## config.mk

```make
export PLATFORM = sky130hd
export DESIGN_NAME = bit_count_sequencer
export DESIGN_NICKNAME = d
export VERILOG_FILES = /design/src/rtl/bit_count_sequencer_pkg.sv /design/src/rtl/bit_count_sequencer_chunk_lzc.sv /design/src/rtl/bit_count_sequencer.sv
export SDC_FILE = /design/constraint.sdc
export NUM_CORES = 1
export LEC_CHECK = 0
export BUFFER_PORTS_ARGS = -buffer_cell sky130_fd_sc_hd__buf_4
export CAP_MARGIN = 5
export CORE_AREA = 2 2 90 113
export CTS_BUF_LIST = sky130_fd_sc_hd__clkbuf_8
export CTS_CLUSTER_DIAMETER = 120
export DETAILED_ROUTE_END_ITERATION = 16
export DIE_AREA = 0 0 92 115
export SLEW_MARGIN = 20
export SYNTH_ARGS = -nofsm -noshare
export SYNTH_HDL_FRONTEND = slang
export SYNTH_SLANG_ARGS = --single-unit
```

## constraint.sdc

```tcl
create_clock -name clk -period 2.7 [get_ports clk]
set_input_delay 0.27 -clock clk [delete_from_list [all_inputs] [get_ports clk]]
set_output_delay 0.27 -clock clk [all_outputs]
set_load 0.05 [all_outputs]
```

## src/rtl/bit_count_sequencer_pkg.sv

```systemverilog
// Shared definitions for the multi-cycle CLZ/CLO unit: bus widths, function codes, FSM states.
// Pure declarations; no logic or timing of its own.
package bit_count_sequencer_pkg;

  localparam int DATA_BUS  = 32;
  localparam int FUNCT_BUS = 6;

  localparam logic [FUNCT_BUS-1:0] FUNCT2_CLZ = 6'b100000;
  localparam logic [FUNCT_BUS-1:0] FUNCT2_CLO = 6'b100001;

  typedef enum logic [1:0] {
    BCS_IDLE = 2'd0,
    BCS_SCAN = 2'd1,
    BCS_DONE = 2'd2
  } bcs_state_t;

  function automatic logic is_count_funct(input logic [FUNCT_BUS-1:0] f);
    return (f == FUNCT2_CLZ) || (f == FUNCT2_CLO);
  endfunction

endpackage

```

## src/rtl/bit_count_sequencer_chunk_lzc.sv

```systemverilog
// Combinational leading-zero counter for one chunk; zero latency, no flow control.
// An all-zero chunk reports WIDTH.
module chunk_lzc #(
  parameter int WIDTH = 8
) (
  input  logic [WIDTH-1:0]       chunk,
  output logic [$clog2(WIDTH):0] count
);

  localparam int CW = $clog2(WIDTH) + 1;

  // Walk LSB to MSB so the highest set bit is the last one to write count.
  always_comb begin
    count = CW'(WIDTH);
    for (int i = 0; i < WIDTH; i++) begin
      if (chunk[i]) begin
        count = CW'(WIDTH - 1 - i);
      end
    end
  end

endmodule

```

## src/rtl/bit_count_sequencer.sv

```systemverilog
// Multi-cycle CLZ/CLO: one chunk per cycle from the MSB end, done at accept+1+chunks_scanned.
// Holds the pipeline through stall_req while busy; flush or rst aborts without a done pulse.
module bit_count_sequencer
  import bit_count_sequencer_pkg::*;
#(
  parameter int DATA_WIDTH  = DATA_BUS,
  parameter int CHUNK_WIDTH = 8
) (
  input  logic                  clk,
  input  logic                  rst,
  input  logic                  flush,
  input  logic                  start,
  input  logic [FUNCT_BUS-1:0]  funct,
  input  logic [DATA_WIDTH-1:0] operand,
  output logic                  stall_req,
  output logic                  done,
  output logic [DATA_WIDTH-1:0] result
);

  localparam int NUM_CHUNKS = DATA_WIDTH / CHUNK_WIDTH;
  localparam int IDX_W      = (NUM_CHUNKS > 1) ? $clog2(NUM_CHUNKS) : 1;
  localparam int CNT_W      = $clog2(DATA_WIDTH) + 1;
  localparam int LZ_W       = $clog2(CHUNK_WIDTH) + 1;
  localparam logic [IDX_W-1:0] LAST_IDX = IDX_W'(NUM_CHUNKS - 1);

  bcs_state_t state, state_nxt;
  logic [NUM_CHUNKS-1:0][CHUNK_WIDTH-1:0] work, work_nxt;
  logic [IDX_W-1:0]      index, index_nxt;
  logic [CNT_W-1:0]      count, count_nxt;
  logic [DATA_WIDTH-1:0] result_q, result_nxt;

  logic                   accept;
  logic [CHUNK_WIDTH-1:0] chunk;
  logic [LZ_W-1:0]        chunk_lz;

  assign accept = (state == BCS_IDLE) && start && !flush && !rst && is_count_funct(funct);
  assign chunk  = work[index];

  chunk_lzc #(
    .WIDTH (CHUNK_WIDTH)
  ) u_chunk_lzc (
    .chunk (chunk),
    .count (chunk_lz)
  );

  always_comb begin
    state_nxt  = state;
    work_nxt   = work;
    index_nxt  = index;
    count_nxt  = count;
    result_nxt = result_q;
    case (state)
      BCS_IDLE: begin
        if (accept) begin
          work_nxt  = (funct == FUNCT2_CLO) ? ~operand : operand;
          index_nxt = LAST_IDX;
          count_nxt = '0;
          state_nxt = BCS_SCAN;
        end
      end
      BCS_SCAN: begin
        if (chunk != '0) begin
          count_nxt = count + CNT_W'(chunk_lz);
          state_nxt = BCS_DONE;
        end else if (index == '0) begin
          count_nxt = count + CNT_W'(CHUNK_WIDTH);
          state_nxt = BCS_DONE;
        end else begin
          count_nxt = count + CNT_W'(CHUNK_WIDTH);
          index_nxt = index - IDX_W'(1);
        end
      end
      BCS_DONE: begin
        result_nxt = DATA_WIDTH'(count);
        state_nxt  = BCS_IDLE;
      end
      default: state_nxt = BCS_IDLE;
    endcase
    // An aborted DONE cycle must not publish its count.
    if (flush) begin
      state_nxt  = BCS_IDLE;
      result_nxt = result_q;
    end
  end

  always_ff @(posedge clk) begin
    if (rst) begin
      state    <= BCS_IDLE;
      work     <= '0;
      index    <= LAST_IDX;
      count    <= '0;
      result_q <= '0;
    end else begin
      state    <= state_nxt;
      work     <= work_nxt;
      index    <= index_nxt;
      count    <= count_nxt;
      result_q <= result_nxt;
    end
  end

  assign done      = (state == BCS_DONE) && !flush && !rst;
  assign result    = done ? DATA_WIDTH'(count) : result_q;
  assign stall_req = !flush && !rst && ((state == BCS_SCAN) || accept);

endmodule

```

==> impl_metrics.ini <==
[status]
status = finished with violations
violations = negative setup slack

[power]
power_density_mw_per_mm2 = 442
power_mw = 1.53
combPwrFrac = 0.143
pwr-share-clk = 0.394
internal_power_mw = 1.15
p_sw_uw = 381
p_seq_frac = 0.462
peakVddDrop_mv = 0.276
power_leakage_nw = 1.35
swShare = 0.249

[global_routing]
antenna_found_initial = 0
overflow = 0
grt_util_all_layers = 0.116
grt_pass1_vias = 2113
grt_pass1_wl_microns = 9900
met1_usage = 0.133
gr-max-usage-layer = met2
grt_max_degree = 72
use_met3 = 0.0282
use_met2 = 0.205

[finish]
drive_gt1_frac = 0.302
n_fill_cell = 962
nets = 403
num_antenna_cells = 0
syn2layout_area_growth_pct = 24.4
fin_util = 0.364

[synthesis]
yosysSeqAreaShare = 0.345
synth_warnings = 0
async_flop_share = 0
synthesis.area_sq_mm = 0.00279
ys_types = 42
syn-mean-instance-area_sq_um = 9.35
synth_flop_cell = dfxtp_1
synth_cells = 298
synth-seq-cells = 48
synth_edf_count = 0

[critical_path]
critical_path.max_fanout = 3
worst-setup-path-type = reg2reg
critPathTopFamily = multiplexers
crit_chain = mux4_2, a21oi_2, o21bai_1, a21oi_1, nor2_1, ha_2, fa_2, a21o_1, a21oi_2, xnor2_1, mux2_4, a22oi_2, nor2_1
critPathBufInv = 0
r2r_end = count[4]$_SDFFE_PP0P_
cp.required_ps = 2870
worstRegToRegCells = 13
crit_arrival_ps = 3020
endpoint_kind = flop
critical-path-slowest-cell = mux4_2
timing.rr.start = index[0]$_SDFFE_PP1P_
cp-start-kind = flop
slowest_delay_ps = 550
reg2reg_slack_ps = -140

[timing]
skew_ps = 4.03
hold_viol_final = 0
post-route-min-period_ps = 2840
finalWorstSetupSlack_ps = -142
timing.fmax_mhz = 352
whs_ps = 188
slew_viol_final = 0
finalSetupViolCount = 3
worstMarginPinSlew_ps = 650
setup_tns_ps = -198
rsz0062_at_grt = true
max_slew_margin = 0.565
timing.final.crit_share = 1.05

[routing]
antenna_left = 0
via_per_inst = 4.45
wl_per_cell_microns = 12.3
first_iter_violations = 37
route.detailed.drc = 0
firstDrtPassIters = 4
wirelength_microns = 5890
vias = 2136

[floorplanning]
die_area_sq_mm = 0.0106
core_sq_mm = 0.00951
num_io_pins = 76
row_count = 40
die_h_microns = 115
start_util = 0.293
dieWidth_microns = 92

[run]
cap_violations = 0

[clocking]
cts-htree-levels = 2
ctsHoldBuffers = 0
cts_root_buf = clkbuf_8
cts_num_sinks = 48
cts_tree = done
clockBufferDepth = 2
numCtsBuffers = 5
worstSkewPairLatency_ps = 300
path_clk_slew_ps = 80

[hold_path]
hold_path.class = in2reg
hold_end = state[1]$_SDFFE_PN0P_
min_path_cells = 2
hold_start = flush

[place]
pre_cts_ws_ps = -239
finalWeightedCongestion = 0.800
port_buffers = 49
dp_hpwl_microns = 4480
[worst max-delay path by stage]
stage | cells past startpoint | start | end | slack (ps)
floorplan | 14 | index[0]$_SDFFE_PP1P_ | count[4]$_SDFFE_PP0P_ | -110
global placement | 13 | index[0]$_SDFFE_PP1P_ | count[4]$_SDFFE_PP0P_ | -190
detailed placement | 12 | index[1]$_SDFFE_PP1P_ | count[4]$_SDFFE_PP0P_ | -240
CTS | 13 | index[0]$_SDFFE_PP1P_ | count[4]$_SDFFE_PP0P_ | -130
global route | 13 | index[0]$_SDFFE_PP1P_ | count[4]$_SDFFE_PP0P_ | -290
finish | 13 | index[0]$_SDFFE_PP1P_ | count[4]$_SDFFE_PP0P_ | -140
[area by class of cell]
class / count / area (sq um) / area share
clock buffer: 5 / 68.8 / 0.0199
tap: 126 / 158 / 0.0455
multi-input combinational: 223 / 1650 / 0.476
inverter: 7 / 26.3 / 0.00758
clock inverter: 2 / 60.1 / 0.0173
timing repair buffer: 69 / 534 / 0.154
sequential: 48 / 968 / 0.279
[cell usage after synthesis, types with 2 or more instances]
cell type	number	area share
nor2_1	49	0.066
dfxtp_1	48	0.35
xnor2_1	33	0.10
a211oi_1	32	0.086
buf_4	26	0.070
clkbuf_1	13	0.018
a21oi_1	8	0.014
mux4_2	8	0.065
inv_1	7	0.0094
nor3_1	7	0.013
ha_1	6	0.027
mux2_2	6	0.024
mux2i_1	6	0.022
nand2_1	6	0.0081
nand3b_1	4	0.011
a21o_1	3	0.0081
buf_2	3	0.0054
nor2b_1	3	0.0067
buf_6	2	0.0081
nand2b_1	2	0.0045
nand3_1	2	0.0036
nor4_4	2	0.015
o21a_1	2	0.0054
xor2_1	2	0.0063
[metrics by stage]
step / std cells / area, sq um
after CTS: 480 / 3470
after global placement: 471 / 3300
final: 480 / 3470
after global routing: 480 / 3470
after detailed placement: 471 / 3300
after floorplan: 323 / 2900
[layout by cell type (no fill, tap or decap), types with 2 or more instances in the layout]
cell type  instances
bufinv_16          2
xnor2_1           33
nand3b_1           4
o21a_1             2
mux4_2             8
ha_1               5
nor2_1            49
nand2b_1           2
nand3_1            2
nor3_1             4
nor2b_1            2
nand2_1            6
buf_4             67
dfxtp_1           46
xor2_1             2
a21oi_1            6
nor4_4             3
a21o_1             3
dfxtp_4            2
a21oi_2            2
mux2i_1            6
inv_1              7
conb_1            26
nor3_2             3
mux2_2             6
a211oi_1          32
clkbuf_8           5
[routing by layer]
metal,wire [microns],vias up,part of all wire
met3,303,10,0.051
met5,0,-,0
li1,-,1103,-
met4,172,0,0.029
met2,3020,62,0.51
met1,2390,961,0.41
[logic make-up after synthesis]
group,share of synthesized area
compound gates,0.140
buf+inv,0.112
fa+ha+maj,0.0341
mux,0.116
other cells,0.00135
flops,0.345
simple gates,0.142
xor+xnor,0.110
[state kept, by name, summed over array words and instances (netlist names)]
register  count
index         2
result_q      6
state         2
count         6
work         32
[power by group through the flow]
stage	Sequential (mW)	Combinational [mW]	Clock [mW]
final	0.709	0.220	0.605
after global routing	0.709	0.236	0.645
after CTS	0.709	0.222	0.616
after detailed placement	0.727	0.222	0
after global placement	0.727	0.221	0
after floorplan	0.727	0.184	0
[timing repair]
action                                 CTS  global route
setup endpoints to repair                3             3
resized for setup                        7             0
gates cloned                             0             0
setup buffers                            2             0
endpoints found under the hold margin    0             0
pin swaps                                4             0
Power figures use the tool's default switching activity.
